==> src/rtl/score_keeper.sv <==
`default_nettype none
// +--------------------------------------------------------------------------+
// | score_keeper: gameplay statistics (combo, base/bonus score) plus accuracy |
// | and grade from a 36-iteration restoring divider.          Revision 1.0    |
// +--------------------------------------------------------------------------+
module score_keeper #(
  parameter int W = 21
) (
  input  logic         clk,
  input  logic         rst,
  input  logic         start,
  input  logic         judge_valid,
  input  logic [1:0]   judge,
  input  logic [1:0]   mod,
  output logic [W-1:0] combo,
  output logic [W-1:0] base_score,
  output logic [W-1:0] bonus_score,
  output logic [W-1:0] acc,
  output logic [2:0]   level,
  output logic         busy
);
  localparam int NW = 36;
  localparam int DW = W + 2;

  typedef enum logic [1:0] {IDLE, LOAD, DIV, DONE} state_t;

  state_t        state_q, state_d;
  logic [W-1:0]  combo_q, combo_d, base_q, base_d, bonus_q, bonus_d;
  logic [W-1:0]  acc_q, acc_d, judged_q, judged_d;
  logic [DW-1:0] wsum_q, wsum_d, den_q, den_d, rem_q, rem_d;
  logic [NW-1:0] num_q, num_d;
  logic [5:0]    cnt_q, cnt_d;
  logic [2:0]    level_q, level_d;
  logic          busy_q, busy_d, pend_q, pend_d, ev_q, ev_d;

  logic [8:0]    w_points;
  logic [8:0]    w_inc_raw;
  logic [9:0]    w_inc;
  logic [W:0]    w_combo_sum, w_base_sum, w_bonus_sum, w_judged_sum;
  logic [DW:0]   w_wsum_sum;
  logic [W-1:0]  w_combo_new;
  logic [NW-1:0] w_num_in;
  logic [DW-1:0] w_rem_in, w_den_in, w_rem_next;
  logic [DW:0]   w_trial;
  logic          w_ge;
  logic [NW-1:0] w_num_next;
  logic [W-1:0]  w_quot;

  function automatic logic [2:0] grade(input logic [W-1:0] a);
    if (a >= W'(10000))     grade = 3'd5;
    else if (a >= W'(9500)) grade = 3'd4;
    else if (a >= W'(9000)) grade = 3'd3;
    else if (a >= W'(8000)) grade = 3'd2;
    else if (a >= W'(7000)) grade = 3'd1;
    else                    grade = 3'd0;
  endfunction

  always_comb begin
    case (judge)
      2'b11:   w_points = 9'd300;
      2'b10:   w_points = 9'd200;
      2'b01:   w_points = 9'd100;
      default: w_points = 9'd0;
    endcase

    w_combo_sum = {1'b0, combo_q} + (W+1)'(1);
    if (judge == 2'b00)     w_combo_new = '0;
    else if (w_combo_sum[W]) w_combo_new = '1;
    else                     w_combo_new = w_combo_sum[W-1:0];

    // Bonus tier follows the combo value after this event is counted
    if (w_combo_new >= W'(50))      w_inc_raw = w_points;
    else if (w_combo_new >= W'(10)) w_inc_raw = w_points >> 1;
    else                            w_inc_raw = '0;

    case (mod)
      2'b01:   w_inc = {w_inc_raw, 1'b0};
      2'b10:   w_inc = 10'(w_inc_raw >> 1);
      2'b11:   w_inc = '0;
      default: w_inc = {1'b0, w_inc_raw};
    endcase

    w_base_sum   = {1'b0, base_q} + (W+1)'(w_points);
    w_bonus_sum  = {1'b0, bonus_q} + (W+1)'(w_inc);
    w_judged_sum = {1'b0, judged_q} + (W+1)'(1);
    w_wsum_sum   = {1'b0, wsum_q} + (DW+1)'(judge);

    // The LOAD edge performs the first iteration on freshly latched operands
    w_rem_in   = (state_q == LOAD) ? '0 : rem_q;
    w_num_in   = (state_q == LOAD) ? NW'(wsum_q) * NW'(10000) : num_q;
    w_den_in   = (state_q == LOAD) ? DW'(judged_q) * DW'(3) : den_q;
    w_trial    = {w_rem_in, w_num_in[NW-1]};
    w_ge       = (w_trial >= {1'b0, w_den_in});
    w_rem_next = w_ge ? DW'(w_trial - {1'b0, w_den_in}) : w_trial[DW-1:0];
    w_num_next = {w_num_in[NW-2:0], w_ge};
    w_quot     = (num_q > NW'(10000)) ? W'(10000) : num_q[W-1:0];
  end

  always_comb begin
    state_d  = state_q;
    combo_d  = combo_q;
    base_d   = base_q;
    bonus_d  = bonus_q;
    acc_d    = acc_q;
    level_d  = level_q;
    judged_d = judged_q;
    wsum_d   = wsum_q;
    den_d    = den_q;
    rem_d    = rem_q;
    num_d    = num_q;
    cnt_d    = cnt_q;
    pend_d   = pend_q;
    ev_d     = 1'b0;

    case (state_q)
      IDLE: if (ev_q || pend_q) state_d = LOAD;
      LOAD: begin
        den_d   = w_den_in;
        num_d   = w_num_next;
        rem_d   = w_rem_next;
        cnt_d   = 6'd1;
        pend_d  = 1'b0;
        state_d = DIV;
      end
      DIV: begin
        num_d = w_num_next;
        rem_d = w_rem_next;
        cnt_d = cnt_q + 6'd1;
        if (cnt_q == 6'(NW-1)) state_d = DONE;
      end
      DONE: begin
        acc_d   = w_quot;
        level_d = grade(w_quot);
        state_d = pend_q ? LOAD : IDLE;
      end
      default: state_d = IDLE;
    endcase

    if (judge_valid) begin
      combo_d  = w_combo_new;
      base_d   = w_base_sum[W]   ? '1 : w_base_sum[W-1:0];
      bonus_d  = w_bonus_sum[W]  ? '1 : w_bonus_sum[W-1:0];
      judged_d = w_judged_sum[W] ? '1 : w_judged_sum[W-1:0];
      wsum_d   = w_wsum_sum[DW]  ? '1 : w_wsum_sum[DW-1:0];
      ev_d     = 1'b1;
      if (state_q != IDLE) pend_d = 1'b1;
    end

    busy_d = (state_d != IDLE);
  end

  always_ff @(posedge clk) begin
    if (rst || start) begin
      state_q  <= IDLE;
      combo_q  <= '0;
      base_q   <= '0;
      bonus_q  <= '0;
      acc_q    <= '0;
      level_q  <= '0;
      judged_q <= '0;
      wsum_q   <= '0;
      den_q    <= '0;
      rem_q    <= '0;
      num_q    <= '0;
      cnt_q    <= '0;
      busy_q   <= 1'b0;
      pend_q   <= 1'b0;
      ev_q     <= 1'b0;
    end else begin
      state_q  <= state_d;
      combo_q  <= combo_d;
      base_q   <= base_d;
      bonus_q  <= bonus_d;
      acc_q    <= acc_d;
      level_q  <= level_d;
      judged_q <= judged_d;
      wsum_q   <= wsum_d;
      den_q    <= den_d;
      rem_q    <= rem_d;
      num_q    <= num_d;
      cnt_q    <= cnt_d;
      busy_q   <= busy_d;
      pend_q   <= pend_d;
      ev_q     <= ev_d;
    end
  end

  assign combo       = combo_q;
  assign base_score  = base_q;
  assign bonus_score = bonus_q;
  assign acc         = acc_q;
  assign level       = level_q;
  assign busy        = busy_q;
endmodule
`default_nettype wire

==> config.mk <==
export PLATFORM = sky130hd
export DESIGN_NAME = score_keeper
export DESIGN_NICKNAME = d
export VERILOG_FILES = /design/src/rtl/score_keeper.sv
export SDC_FILE = /design/constraint.sdc
export NUM_CORES = 1
export LEC_CHECK = 0
export BUFFER_PORTS_ARGS = -buffer_cell sky130_fd_sc_hd__buf_2
export CAP_MARGIN = 0
export CORE_AREA = 3 3 210 171
export CTS_CLUSTER_DIAMETER = 120
export DETAILED_ROUTE_END_ITERATION = 8
export DIE_AREA = 0 0 213 174
export PLACE_DENSITY = 0.64
export SLEW_MARGIN = 25
export SYNTH_ARGS = -nofsm -noshare
export SYNTH_HDL_FRONTEND = slang
export SYNTH_SLANG_ARGS = --single-unit
==> constraint.sdc <==
create_clock -name clk -period 13.5 [get_ports clk]
set_input_delay 2.7 -clock clk [delete_from_list [all_inputs] [get_ports clk]]
set_output_delay 2.7 -clock clk [all_outputs]
set_load 0.005 [all_outputs]
* Word level (Yosys, flattened, before mapping)
Index checks and enable logic that the tools add are counted.
Storage, ports and cells: output and inout port bits 88, input bits 8, register bits after elaboration 224, logic and storage cells 80
Cells by class: mux-type cells 29, add/sub/neg operators 7, multiply operators 2, reduce and logical (&&, ||, !) cells 8, $lt $le $gt $ge 9, equal/unequal tests 10
Operators with widths (count):
- 2-to-1 mux 21 bit | 6
- 2-to-1 mux 23 bit | 4
- >= comparator 21 x 14 -> 1 bit (second input constant) | 3
- adder 21 x 1 -> 22 bit (second input constant) | 2
- >= comparator 21 x 13 -> 1 bit (second input constant) | 2
- greater-than comparator 36 x 14 -> 1 bit (second input constant) | 1
- 2-to-1 mux 36 bit | 1
- multiplier 23 x 10 -> 32 bit (second input constant) | 1
- one-hot mux 10 bit (3 select lines) | 1
- one-hot mux 9 bit (3 select lines) | 1
- adder 23 x 2 -> 24 bit | 1
- >= comparator 24 x 23 -> 1 bit | 1
- multiplier 21 x 2 -> 23 bit (second input constant) | 1
- subtractor 23 bit | 1
- adder 21 x 10 -> 22 bit | 1
- adder 21 x 9 -> 22 bit | 1
- >= comparator 21 x 4 -> 1 bit (second input constant) | 1
- >= comparator 21 x 6 -> 1 bit (second input constant) | 1
- equality test 2 bit (second input constant) | 6
- one-hot mux 6 bit (2 select lines) | 1
- 2-to-1 mux 9 bit | 1
- 2-to-1 mux 2 bit | 4
- 2-to-1 mux 8 bit | 1
- one-hot mux 2 bit (4 select lines) | 1
- 9 further kinds | 21

* Depth between registers and ports, before layout
depth after elaboration 9, gate-level depth with buffers 34, depth with buffers taken out 32

* Least setup slack after synthesis
OpenSTA, ideal clock, no wires.
path kind reg-to-reg, start register wsum_q[10], end register rem_q[0], data required time 13.368 ns, setup time 0.132 ns, cell stages (with the launch flop) 31, slack 6.737 ns, period minus slack after synthesis 6.763 ns, data arrival time 6.632 ns, buffers on the path 2, cell sequence dfxtp_1 inv_1 fa_1 inv_1 ha_1 fa_1 ha_1 inv_1 fa_1 inv_1 ha_1 and4_1 and4_1 a21oi_1 nor4_1 nor2_1 mux2i_1 nor2_1 ha_1 inv_1 fa_1 a21o_1 a21o_1 a221o_1 nand3_1 nand3_1 a21oi_1 buf_2 buf_1 nor3b_1 o32ai_1
Between the ends: longest elaborated chain between the ends 4, elaborated cells between the ends (all ways) 5, classes of those cells 1 x add/sub; 1 x mul; 1 x order compare; 2 x mux
RTL lines:
- from (decl) | RTL line 30 | logic [DW-1:0] wsum_q, wsum_d, den_q, den_d, rem_q, rem_d;
- from (signal assigned) | RTL line 177 | wsum_q <= wsum_d;
- multiplier 23 x 10 -> 32 bit (*) | RTL line 90 | w_num_in = (state_q == LOAD) ? NW'(wsum_q) * NW'(10000) : num_q;
- 2-to-1 mux 36 bit (*) | RTL line 90
- subtractor 23 bit or >= comparator 24 x 23 -> 1 bit (tied branches) | RTL line 94, 93
- 2-to-1 mux 23 bit (*) | RTL line 94 | w_rem_next = w_ge ? DW'(w_trial - {1'b0, w_den_in}) : w_trial[DW-1:0];
- to (signal assigned) | RTL line 179 | rem_q <= rem_d;
- to (decl) | RTL line 30
Every way passes the cells marked *; elsewhere a longest branch is shown, timed or not. A chain may end at the register's enable or synchronous reset.

* Worst setup path after layout
start register wsum_q[5], end register rem_q[18]
The elaborated chain is that of the path after synthesis.

==> reports/summary.txt <==
Status = completed
Worst-path clk slew = 0.05 ns
Area share of the largest cell type after synthesis = 0.265
F_max = 0.133 GHz
First-pass GRT wire length = 67600 um
Final number of max-transition violations = 0
Most common flop cell mapped by yosys = dfxtp_1
Worst slack, placed = 6.04 ns
HP Class = reg2reg
Die width = 213 um
Synth Cell Area = 16900 um2
Core Rows = 60
Clock sinks = 223
Critical path class = reg2reg
Io pins = 96
Register area share after synthesis = 0.265
Dominant cells by area after synthesis = dfxtp_1 26%, ha_1 14%, fa_1 7.2%
Cell taking the most area after synthesis = dfxtp_1
RSZ-0062 raised after global routing = no
Half-perimeter wire length after placement = 29600 um
Wire per inst = 15.9 um
Clk root buf = clkbuf_16
Pin count of the biggest net entering global routing = 78
Final Hold Vio Count = 0
Cts bufs inserted = 26
#FFs+latches synth = 223
Top cells by count, synth = 223 x dfxtp_1, 200 x inv_1, 190 x nor2_1
Max stage delay cell, worst path = fa_1
Register Area = 4460 um2
Via count = 14400
CP Max Fanout = 39
Reg2reg start = wsum_q[5]
Setup TNS = 0 ns
Clock insertion delay at the later pin of the skew report = 0.55 ns
Final setup fails = 0
Syn Area/Cell = 8.22 um2
Leak Pwr = 8.33 nW
Layout Skew = 0.0188 ns
Number of global-route vias before repair = 13600
Hold-fix buffers, CTS = 0
Syn_nets = 2300
Max Cap Viol = 0
Worst Path Required = 13.98 ns
CP endpoint kind = flop
Startpoint Class = flop
Most common cell in the synthesized netlist = dfxtp_1
Synthesis warning total = 0
CP peak stage delay = 0.57 ns
Nets = 2339
H-tree Lvls = 1
Minimum clock period = 7.51 ns
Remaining Overflow, GRT = 0
CP dominant cell by count = inv_1
Worst vdd ir = 0.0943 mV
Synthesized instance count = 2049
Worst Slack Setup Final = 5.99 ns
CP startpoint = wsum_q[5]
Port Buffers = 95
Critical Path AT = 7.99 ns
Starting Density = 0.500
Number of synthesized flops with an enable pin = 0
DR iter-0 viols = 955
DR DRC count = 0
Routed WL = 40300 um
TritonCTS clock tree = built
Worst Tran Pin Value = 1.01 ns
Area occupied by multi-input gates = 11300 um2
Post-CTS Setup Bufs = 0
GRT Overall Usage = 0.215
CTS resizes = 0
Core ar. = 33700 um2
Placer Congestion = 0.869
Routed Antenna Nets = 0
ANT cells = 0
Initial antenna violation count = 0
Layout area overhead = 9.77%
Slew HR = 0.326
Post-route clock period utilization = 0.556
Clock tree buffer depth = 3
Post-synth ARST share = 0
Hold Path Origin = acc[20]
Die Ht = 174 um
DR vias/cell = 5.65
First-pass iteration count of the detailed router = 5
Power density cells = 83.0 nW/um2
Layout fillers = 3174
Yosys cell types = 78
Share of cells above drive strength 1 = 0.0902
Die ar. = 37100 um2
## state kept, by name (all words and copies together), names as in the netlist, 2 cells and up
signal	flops
acc	21
base_score	20
bonus_score	21
cnt_q	6
combo	21
den_q	23
judged_q	21
level	3
num_q	36
rem_q	23
state_q	2
wsum_q	23
## metal layers
layer | up-vias | share of wire | GRT usage
met4 | 0 | 0.019 | 0.0432
met1 | 6751 | 0.50 | 0.319
met5 | - | 0 | 0
li1 | 7248 | - | -
met3 | 53 | 0.050 | 0.0346
met2 | 304 | 0.43 | 0.329
## path summary, 6_finish.rpt
path | to | slack, ns | cells after the start
worst max-delay path | rem_q[18] | 5.99 | 31
worst min-delay path | acc[20] | 0.45 | 1
worst max register to register | rem_q[18] | 5.99 | 31
worst min register to register | acc[20] | 0.45 | 1
## per-stage QoR
step / cell area [um2] / hold WS [ns] / cells / total power [mW] / utilization
floorplan: 16900 / 0.436 / 2049 / 0.784 / -
global placement: 17600 / 0.436 / 2494 / 0.816 / 0.522
detailed placement: 17600 / 0.441 / 2494 / 0.818 / 0.522
CTS: 18500 / 0.455 / 2541 / 1.55 / 0.549
global route: 18500 / 0.473 / 2541 / 1.60 / 0.549
finish: 18500 / 0.449 / 2541 / 1.54 / 0.549
## kinds of logic (layout without fill, tap and decap cells)
group / count (synthesis) / after routing / synth area share
AND/OR/NAND/NOR: 568 / 568 / 0.163
AO/OA/AOI/OAI: 555 / 555 / 0.208
buffers and inverters: 294 / 352 / 0.0668
adder cells (fa/ha/maj): 243 / 243 / 0.208
flip-flops: 223 / 223 / 0.265
XOR/XNOR: 126 / 126 / 0.0655
multiplexers: 40 / 40 / 0.0240
## cell type report
class	instances	share of cell area
multi-input combinational	1532	0.611
sequential	223	0.241
clock buffer	37	0.0423
inverter	202	0.0410
tap	434	0.0294
timing repair buffer	103	0.0290
clock inverter	10	0.00629
## cells in the final DEF, fill, tap and decap left out, types with 40 or more instances in the layout
master / synthesis / routed
dfxtp_1: 223 / 223
inv_1: 200 / 200
nor2_1: 190 / 189
a21oi_1: 181 / 180
ha_1: 182 / 179
nand2_1: 119 / 119
o21ai_0: 103 / 103
buf_2: 7 / 95
xnor2_1: 82 / 82
fa_1: 61 / 61
nand3_1: 54 / 54
a31oi_1: 51 / 51
a211oi_1: 50 / 50
xor2_1: 44 / 44
nor3_1: 41 / 40
## worst max-delay path, delay by kind of cell, from the launching register on
| kind | cells | cell delay (ns) |
|---|---|---|
| AO/OA/AOI/OAI | 8 | 1.72 |
| adder cells (fa/ha/maj) | 8 | 3.02 |
| buffers and inverters | 6 | 0.75 |
| flip-flops | 1 | 0.48 |
| multiplexers | 1 | 0.13 |
| AND/OR/NAND/NOR | 8 | 1.31 |
## report_power, final
group / switching [mW] / internal, mW / total (mW)
Clock: 0.291 / 0.440 / 0.731
Sequential: 0.00580 / 0.664 / 0.670
Combinational: 0.0852 / 0.0494 / 0.135
(Power assumes the default switching activity.)
